`config.mk`:
```
export PLATFORM = sky130hd
export DESIGN_NAME = keypad_loader
export DESIGN_NICKNAME = d
export VERILOG_FILES = /design/src/rtl/keypad_loader.sv
export SDC_FILE = /design/constraint.sdc
export NUM_CORES = 1
export LEC_CHECK = 0
export ABC_CLOCK_PERIOD_IN_PS = 2080
export CAP_MARGIN = 30
export CORE_MARGIN = 10
export CORE_UTILIZATION = 30
export CTS_CLUSTER_SIZE = 25
export DETAILED_ROUTE_END_ITERATION = 10
export SYNTH_ARGS = -nofsm -noshare
export SYNTH_HDL_FRONTEND = slang
export SYNTH_SLANG_ARGS = --single-unit
export TNS_END_PERCENT = 100
```
`constraint.sdc`:
```
create_clock -name clk -period 2.08 [get_ports clk]
set_clock_uncertainty 0.2 [all_clocks]
set_input_delay 0.312 -clock clk [delete_from_list [all_inputs] [get_ports clk]]
set_output_delay 0.312 -clock clk [all_outputs]
set_load 0.01 [all_outputs]
```
`src/rtl/keypad_loader.sv`:
```
// Keypad entry front-end: debounces a one-hot 10-key pad and loads one BCD digit per press into the timer.
// Optional KEYPAD_RANGE_CHECK_EN adds a registered tens-of-seconds range flag on err_range.
module keypad_loader #(
  parameter int DEBOUNCE_CYCLES = 4,
  parameter int CNT_W           = 3
) (
  input  logic        clk,
  input  logic        clearn,
  input  logic [9:0]  keypad,
  input  logic        busy,
  input  logic        clear_entry,
  output logic [3:0]  data,
  output logic        load,
  output logic [11:0] shadow,
  output logic [1:0]  ndigits,
  output logic        err_range
);

  typedef enum logic [1:0] {IDLE, DEBOUNCE, LOAD, HOLD} state_t;

  state_t      state, state_nxt;
  logic [9:0]  key_q, key_nxt;
  logic [CNT_W-1:0] cnt, cnt_nxt;
  logic [11:0] shadow_nxt;
  logic [1:0]  nd_nxt;
  logic        key_valid;

  function automatic logic [3:0] enc(input logic [9:0] k);
    enc = 4'd0;
    for (int i = 0; i < 10; i++)
      if (k[i]) enc = 4'(i);
  endfunction

  // Exactly one bit set: nonzero and clearing the lowest set bit leaves nothing.
  assign key_valid = (keypad != 10'd0) && ((keypad & (keypad - 10'd1)) == 10'd0);
  assign load      = (state == LOAD);

  always_comb begin
    state_nxt = state;
    key_nxt   = key_q;
    cnt_nxt   = cnt;
    case (state)
      IDLE: begin
        if (key_valid && !busy) begin
          key_nxt   = keypad;
          cnt_nxt   = '0;
          state_nxt = DEBOUNCE;
        end
      end
      DEBOUNCE: begin
        if (keypad == key_q && !busy) begin
          if (cnt == CNT_W'(DEBOUNCE_CYCLES - 1)) state_nxt = LOAD;
          else                                    cnt_nxt   = cnt + CNT_W'(1);
        end else begin
          state_nxt = IDLE;
        end
      end
      LOAD: state_nxt = HOLD;
      HOLD: begin
        if (keypad == 10'd0) state_nxt = IDLE;
      end
      default: state_nxt = IDLE;
    endcase
  end

  // A clear coinciding with LOAD still lets the new digit land in an empty shadow.
  always_comb begin
    shadow_nxt = shadow;
    nd_nxt     = ndigits;
    if (clear_entry) begin
      shadow_nxt = 12'd0;
      nd_nxt     = 2'd0;
    end
    if (state == LOAD) begin
      shadow_nxt = {shadow_nxt[7:0], data};
      nd_nxt     = (nd_nxt == 2'd3) ? 2'd3 : nd_nxt + 2'd1;
    end
  end

  always_ff @(posedge clk or negedge clearn) begin
    if (!clearn) begin
      state   <= IDLE;
      key_q   <= '0;
      cnt     <= '0;
      data    <= '0;
      shadow  <= '0;
      ndigits <= '0;
    end else begin
      state   <= state_nxt;
      key_q   <= key_nxt;
      cnt     <= cnt_nxt;
      shadow  <= shadow_nxt;
      ndigits <= nd_nxt;
      if (state == DEBOUNCE && state_nxt == LOAD) data <= enc(key_q);
    end
  end

`ifdef KEYPAD_RANGE_CHECK_EN
  logic err_q;
  always_ff @(posedge clk or negedge clearn) begin
    if (!clearn) err_q <= 1'b0;
    else         err_q <= (shadow_nxt[7:4] > 4'd5);
  end
  assign err_range = err_q;
`else
  assign err_range = 1'b0;
`endif

endmodule

```
After elaboration in Yosys (flattened, before gate mapping)
Cells that the tools add are included. W data, S select, Z words.

Register bits after elaboration: 33. Input bits: 14. Output and inout port bits: 20. Logic and storage cells: 57.

Add/sub/neg operators: 3. Eq/ne operators: 10. Muxes and demuxes: 23. Bitwise logic cells: 1. Reductions and logical operators: 13.

Operators with widths (number): $mux W4 (8); $mux W12 (2); $logic_not A10 Y1 (2); $mux W2 (7); $and A10 B10 Y10 (1); $eq A10 B10 Y1 (1); $reduce_bool A10 Y1 (1); $sub A10 B1 Y10 const B (1); $mux W3 (3); $eq A2 B2 Y1 const B (4); $pmux W2 S4 (1); $ne A2 B2 Y1 const B (3); $pmux W3 S2 (1); $logic_and A1 B1 Y1 (4); $reduce_and A4 Y1 (1); $reduce_bool A2 Y1 (2); $add A3 B1 Y3 const B (1); $eq A3 B2 Y1 const B (1); $add A2 B1 Y2 const B (1); $eq A2 B1 Y1 const B (1); $logic_not A2 Y1 (1); $reduce_and A2 Y1 (1); $logic_not A1 Y1 (1); $mux W1 (1).

Depth between registers and ports, before layout
Gate-level depths: netlist of the first run.

Depth after elaboration: 9. Gate-level depth with buffers: 7. Mapped depth without buffers: 6.

Worst setup path after synthesis of the first run
No wires, ideal clock.

Path type: input-to-reg. From: in keypad[5]. To: reg key_q[0]. Library setup time: 0.125 ns. Data arrival time: 2.094 ns. Required time: 1.755 ns. Path slack: -0.339 ns. Stages on the path: 7. Buffers on the path: 2. Cells stage by stage: clkbuf_1 -> or4_4 -> or3_1 -> a31oi_1 -> or2_1 -> buf_6 -> mux2_4.

Word-level cells in the longest chain between the ends: 6. Elaborated cells on any way between the ends: 7. Those cells by class: add/sub (1); bitwise (1); reduce/logical (5).

Ends and longest elaborated chain: start, declared (line 9) `input logic [9:0] keypad,`; $sub A10 B1 Y10 (line 35) `assign key_valid = (keypad != 10'd0) && ((keypad & (keypad - 10'd1)) == 10'd0);`; $and A10 B10 Y10 (line 35); $logic_not A10 Y1 (line 35); $logic_and A1 B1 Y1 * (line 35); $logic_and A1 B1 Y1 * (line 44) `if (key_valid && !busy) begin`; $reduce_and A2 Y1 (no line) *; end signal, assigned (line 90) `key_q <= key_nxt;`; end, declared (line 22) `logic [9:0] key_q, key_nxt;`.

Every way passes the cells marked *; elsewhere a longest branch is shown, timed or not. A chain may end at the register's enable or synchronous reset.

Worst setup path in the final report of the first run
From: in keypad[4]. To: reg key_q[0].

Same word-level chain as after synthesis.

==> results of run 1 <==
==> logic make-up after synthesis <==
group	Yosys count	synth area share (%)
AND/OR/NAND/NOR	66	18.61
AO/OA/AOI/OAI	38	13.81
flip-flops	33	46.51
buffers and inverters	17	5.074
XOR/XNOR	11	5.426
multiplexers	11	8.386
adder cells (fa/ha/maj)	3	1.973
other	1	0.2112
==> area by class of cell <==
class	instances	area (µm²)	share of cell area, %
Inverter	8	30.03	1.146
Sequential cell	33	825.8	31.52
Multi-Input combinational cell	130	944.7	36.06
Timing Repair Buffer	70	628.1	23.97
Clock buffer	7	96.34	3.677
Clock inverter	1	5.005	0.1910
Tap cell	72	90.09	3.438
==> sequential cells by signal, indices dropped and copies added (netlist names) <==
signal	flops
key_q	10
ndigits	2
state	2
shadow	12
data	4
cnt	3
==> through the flow <==
step	hold WS (ns)	setup slack, ns	area [µm²]	util, %	cells
final	0.2049	-0.01238	2620	46.72	321
after global routing	0.2161	-0.04209	2620	46.72	321
after CTS	0.2204	-0.03717	2599	46.34	322
after detailed placement	0.2934	-0.7674	2407	42.93	306
after global placement	0.2748	-0.7348	2407	42.93	306
after floorplan	-0.1836	-0.2625	1832	-	180
==> worst max-delay path, stage by stage <==
cell	delay (ns)
buf_6	0.09
buf_6	0.10
or4_4	0.54
o31ai_4	0.23
nand4_2	0.11
or2_4	0.26
buf_6	0.13
mux2_4	0.29
==> what timing repair did <==
item / CTS / global route
buffers inserted: 8 / 0
pin swaps: 9 / 8
resized for setup: 40 / 7
setup endpoints to repair: 18 / 13
==> cell usage after synthesis, types with 2 or more instances <==
library cell and number:
clkbuf_1 5, or2_1 2, ha_1 2, nor2_1 7
nand4_1 6, o21ai_1 6, a31oi_1 2, o41ai_1 2
nand2_1 27, nor3_1 4, a21oi_1 14, o21ai_0 3
mux2_1 3, buf_6 3, xnor2_1 11, mux2_4 7
dfrtp_1 33, or3_1 3, nand3_1 5, nand2b_1 5
o21bai_1 3, inv_1 7
==> path summary, 6_finish.rpt <==
kind,startpoint,to,cells past startpoint
max in group asynchronous,clearn,ndigits[1]$_DFF_PN0_,2
setup reg to reg,key_q[3]$_DFFE_PN0P_,cnt[0]$_DFFE_PN0P_,7
setup / recovery,keypad[4],key_q[0]$_DFFE_PN0P_,8
hold reg to reg,cnt[0]$_DFFE_PN0P_,cnt[0]$_DFFE_PN0P_,1
hold / removal,keypad[1],key_q[1]$_DFFE_PN0P_,3
min in group asynchronous,clearn,shadow[7]$_DFF_PN0_,2
==> power breakdown <==
group / switching [mW] / internal (mW) / total (mW)
combinational: 0.0909 / 0.104 / 0.195
clock: 0.230 / 0.299 / 0.529
sequential: 0.0124 / 0.654 / 0.666
==> layer usage <==
layer,routed length (µm),track usage (%),vias up
li1,-,-,763
met4,81,4.171,0
met2,2109,15.34,38
met1,2027,11.36,709
met3,255,3.974,6
met5,0,0,-
==> results.md, run 1 <==
- GRT overflow: 0
- Remaining DRCs: 0
- Core area: 5608 µm²
- Unique masters post-synth: 42
- VDD IR max: 0.3456 mV
- Power Dens Cells: 530.6 nW/µm²
- # port buffers: 32
- Die Wd: 96.93 µm
- Global Route Usage Sum: 9.741%
- CTS tree: yes
- Fill cells: 546
- WS Path Type: in -> reg
- Hpwl dp: 3425 µm
- Area leader, netlist: dfrtp_1
- Number of synthesized flops with an enable pin: 0
- Die height: 96.93 µm
- Worst Setup End Kind: flip-flop
- Final antenna-violating net count: 0
- Row count: 27
- Async S/R FF share, synth: 100.0%
- RSZ-0062 raised after global routing: yes
- Io pins: 34
- RePlAce Congestion: 0.8393
- Fin Setup TNS: -0.07073 ns
- Drt initial violations: 70
- Clock-pin slew of the registers on the worst-case setup and hold paths: 0.07 ns
- Dominant synthesized flop cell: dfrtp_1
- Leakage power: 1.161 nW
- First-pass GRT wire length: 7707 µm
- Minimum clock period: 2.092 ns
- Syn Nets: 196
- Yosys top cell area share: 46.51%
- Clk Latency, worst-skew pair: 0.29 ns
- Initial Util: 31.66%
- Final setup fails: 7
- DR WL/cell: 13.94 µm
- Fin crit share: 100.6%
- Outcome: finished with violations
- Synthesized instance count: 180
- CTS Hold Bufs: 0
- Layout Nets: 264
- Total Power: 1.390 mW
- Vias in the first global route: 1595
- Routed vias: 1516
- Commonest non-fill, non-tap cell in the layout: dfrtp_1
- Count of final hold-check violations: 0
- Top post-synthesis cells by area: dfrtp_1 (47%), mux2_4 (5.9%), nand2_1 (5.7%), xnor2_1 (5.4%), a21oi_1 (3.9%)
- Initial antenna violation count: 0
- Largest net degree at the start of global routing: 34
- Yosys warnings: 0
- Max-cap violations: 0
- Reg2reg setup slack: 0.19 ns
- Sink Count: 33
- CTS Buf Count: 5
- Post-synthesis sequential area ratio: 46.51%
- Fmax: 477.9 MHz
- Root buf cell: clkbuf_8
- # diodes: 0
- Drt pass-1 iters: 4
- Hold Crit Class: in -> reg
- Clock Path Buffers: 2
- Total Wirelength: 4474 µm
- Most frequent cells in the layout: dfrtp_1 (33), buf_4 (31), nand2_1 (27)
- Yosys reg bits: 33
- Area grow syn2layout: 47.57%
- Avg Cell Area, Syn: 9.864 µm²
- Setup WS post-layout: -0.01238 ns
- Crit path launch type: input pin
- Worst Path Arrival: 2.07 ns
- Vias per inst: 4.723
- Layout cell share with drive strength beyond 1: 29.72%
- Worst-path maximum fanout: 5
- Failing checks: negative setup slack
- Critical Path RT: 2.06 ns
- Final Slew Violations: 0
- Die area: 9395 µm²
- Mapped cell area: 1775 µm²
- CTS H-tree depth: 2
No activity file was read; power rests on OpenSTA's default activity.
==> run 2: changes to the inputs <==
Settings changed: TNS_END_PERCENT 100 to 50.
==> run 2 against run 1 <==
Effect of this change:
- the run still ends with negative setup slack left
- sequential share of layout area is 0.18 points lower
- first-iteration DRC count is 19% lower
- combinational power is 3% higher
- global-route usage is 0.43 points lower
- clock-buffer cell count is the same
- worst hold slack improved by 0.0031 ns
- sequential cell count stayed put
- worst setup slack worse by 0.063 ns
- die area did not move
- largest power group unchanged
- highest routed layer unchanged
==> results.md, run 2 (synthesis results as in run 1) <==
- Outcome: finished with violations (unchanged)
- Failing checks: negative setup slack (unchanged)
- Remaining DRCs: 0 (unchanged)
- Root buf cell: clkbuf_8 (unchanged)
- Core area: 5608 µm² (unchanged)
- P_int: 1.060 mW (was 1.057 mW)
- Area grow syn2layout: 48.41% (was 47.57%)
- RePlAce Congestion: 0.8498 (was 0.8393)
- Worst Path Arrival: 2.12 ns (was 2.07 ns)
- Die Wd: 96.93 µm (unchanged)
- Switch share: 23.49% (was 23.98%)
- Worst-path maximum fanout: 5 (unchanged)
- Fin crit share: 103.6% (was 100.6%)
- CTS H-tree depth: 2 (unchanged)
- Initial antenna violation count: 0 (unchanged)
- RR Startpoint: key_q[3]$_DFFE_PN0P_ (unchanged)
- Critical Path RT: 2.04 ns (was 2.06 ns)
- WS Path Type: in -> reg (unchanged)
- Reg2reg setup slack: 0.20 ns (was 0.19 ns)
- Biggest register: shadow (unchanged)
- Drt pass-1 iters: 4 (unchanged)
- Hpwl dp: 3471 µm (was 3425 µm)
- Crit path launch type: input pin (unchanged)
- Layout Nets: 265 (was 264)
- Die area: 9395 µm² (unchanged)
- Worst Reg-to-Reg Cells: 7 (unchanged)
- Max-cap violations: 0 (unchanged)
- Row count: 27 (unchanged)
- GRT overflow: 0 (unchanged)
- CTS tree: yes (unchanged)
- Global Route Usage Sum: 9.307% (was 9.741%)
- Final Slew Violations: 0 (unchanged)
- Largest register FFs: 12 (unchanged)
- Hold Crit Class: in -> reg (unchanged)
- Worst Setup End Kind: flip-flop (unchanged)
- Clk Latency, worst-skew pair: 0.28 ns (was 0.29 ns)
- Leakage power: 1.155 nW (was 1.161 nW)
- Setup WS post-layout: -0.07514 ns (was -0.01238 ns)
- Count of final hold-check violations: 0 (unchanged)
- Total Power: 1.385 mW (was 1.390 mW)
- Final setup fails: 9 (was 7)
- Worst hold margin: 0.2080 ns (was 0.2049 ns)
- Crit path to: key_q[0]$_DFFE_PN0P_ (unchanged)
- Sink Count: 33 (unchanged)
- First-pass GRT wire length: 7410 µm (was 7707 µm)
- Power share of the combinational group: 14.4% (was 14.0%)
- CTS Buf Count: 5 (unchanged)
- Largest net degree at the start of global routing: 34 (unchanged)
- Most frequent cells in the layout: dfrtp_1 (33), buf_4 (33), nand2_1 (27) (was dfrtp_1 (33), buf_4 (31), nand2_1 (27))
- Clock Path Buffers: 2 (unchanged)
- Fmax: 464.0 MHz (was 477.9 MHz)
- Clock-pin slew of the registers on the worst-case setup and hold paths: 0.06 ns (was 0.07 ns)
- VDD IR max: 0.2814 mV (was 0.3456 mV)
- Final antenna-violating net count: 0 (unchanged)
- Minimum clock period: 2.155 ns (was 2.092 ns)
- Die height: 96.93 µm (unchanged)
- RSZ-0062 raised after global routing: yes (unchanged)
- # diodes: 0 (unchanged)
- HP Start: keypad[8] (was keypad[1])
- Layout cell share with drive strength beyond 1: 31.60% (was 29.72%)
- Clock group share of total power: 37.5% (was 38.0%)
- Biggest regs: shadow (12), key_q (10), data (4) (unchanged)
- Part of the power in registers: 48.1% (was 47.9%)
- Vias in the first global route: 1513 (was 1595)
- Initial Util: 31.66% (unchanged)
- Utilization after layout: 46.99% (was 46.72%)
- Vias per inst: 4.733 (was 4.723)
- Power Dens Cells: 525.7 nW/µm² (was 530.6 nW/µm²)
- Drt initial violations: 57 (was 70)
- Total Wirelength: 4501 µm (was 4474 µm)
- Worst r2r dst: cnt[0]$_DFFE_PN0P_ (unchanged)
- Io pins: 34 (unchanged)
- Switching pwr: 0.3255 mW (was 0.3334 mW)
- Routed vias: 1524 (was 1516)
- DR WL/cell: 13.98 µm (was 13.94 µm)
- # port buffers: 32 (unchanged)
- Critical path startpoint: keypad[2] (was keypad[4])
-- run 2: power by group through the flow --
stage	Clock, mW	Sequential [mW]	Combinational (mW)
floorplan	0	0.675	0.0950
global placement	0	0.678	0.182
detailed placement	0	0.678	0.183
CTS	0.541	0.666	0.189
global route	0.562	0.668	0.219
finish	0.519	0.667	0.200
-- run 2: routing by layer --
metal | vias up | global-route usage (%) | share of wire [%]
li1 | 772 | - | -
met1 | 707 | 11.16 | 45
met2 | 40 | 14.98 | 48
met3 | 5 | 3.620 | 6.0
met4 | 0 | 2.706 | 1.2
met5 | - | 0 | 0
-- run 2: layout make-up --
cell class                 instances  area [µm²]
inverter                           8       30.03
sequential                        33       825.8
tap                               72       90.09
clock inverter                     1       5.005
clock buffer                       7       96.34
multi-input combinational        130       960.9
fill                             544        2973
timing repair buffer              71       626.9
-- run 2: how the worst min path moves through the flow --
stage / end / slack (ns) / depth (start not counted)
6_report: key_q[8]$_DFFE_PN0P_ / 0.21 / 3
5_1_grt: key_q[8]$_DFFE_PN0P_ / 0.21 / 3
2_1_floorplan: cnt[0]$_DFFE_PN0P_ / -0.18 / 0
3_3_place_gp: cnt[0]$_DFFE_PN0P_ / 0.27 / 1
4_1_cts: key_q[1]$_DFFE_PN0P_ / 0.22 / 3
3_5_place_dp: cnt[0]$_DFFE_PN0P_ / 0.28 / 1
-- run 2: repair_timing --
action	4_1_cts	5_1_grt
pin swaps	10	6
setup buffers	3	3
hold buffers	0	0
endpoints found under the setup margin	19	11
resized for setup	38	12
-- run 2: worst max-delay path, cell delays in order --
cell       delay, ns
buf_6           0.09
or3_4           0.43
a2111oi_4       0.46
a31oi_4         0.13
or2_4           0.28
buf_6           0.14
mux2_4          0.28
-- run 2: per-stage QoR --
stage                     setup TNS, ns  cell area [µm²]  worst slack [ns]  cells
after global placement           -10.37             2422           -0.7058    308
after floorplan                  -2.270             1832           -0.2625    180
after CTS                       -0.4011             2576          -0.06270    319
final                           -0.5102             2635          -0.07514    322
after detailed placement         -10.75             2422           -0.7444    308
after global routing            -0.7266             2635          -0.09494    322
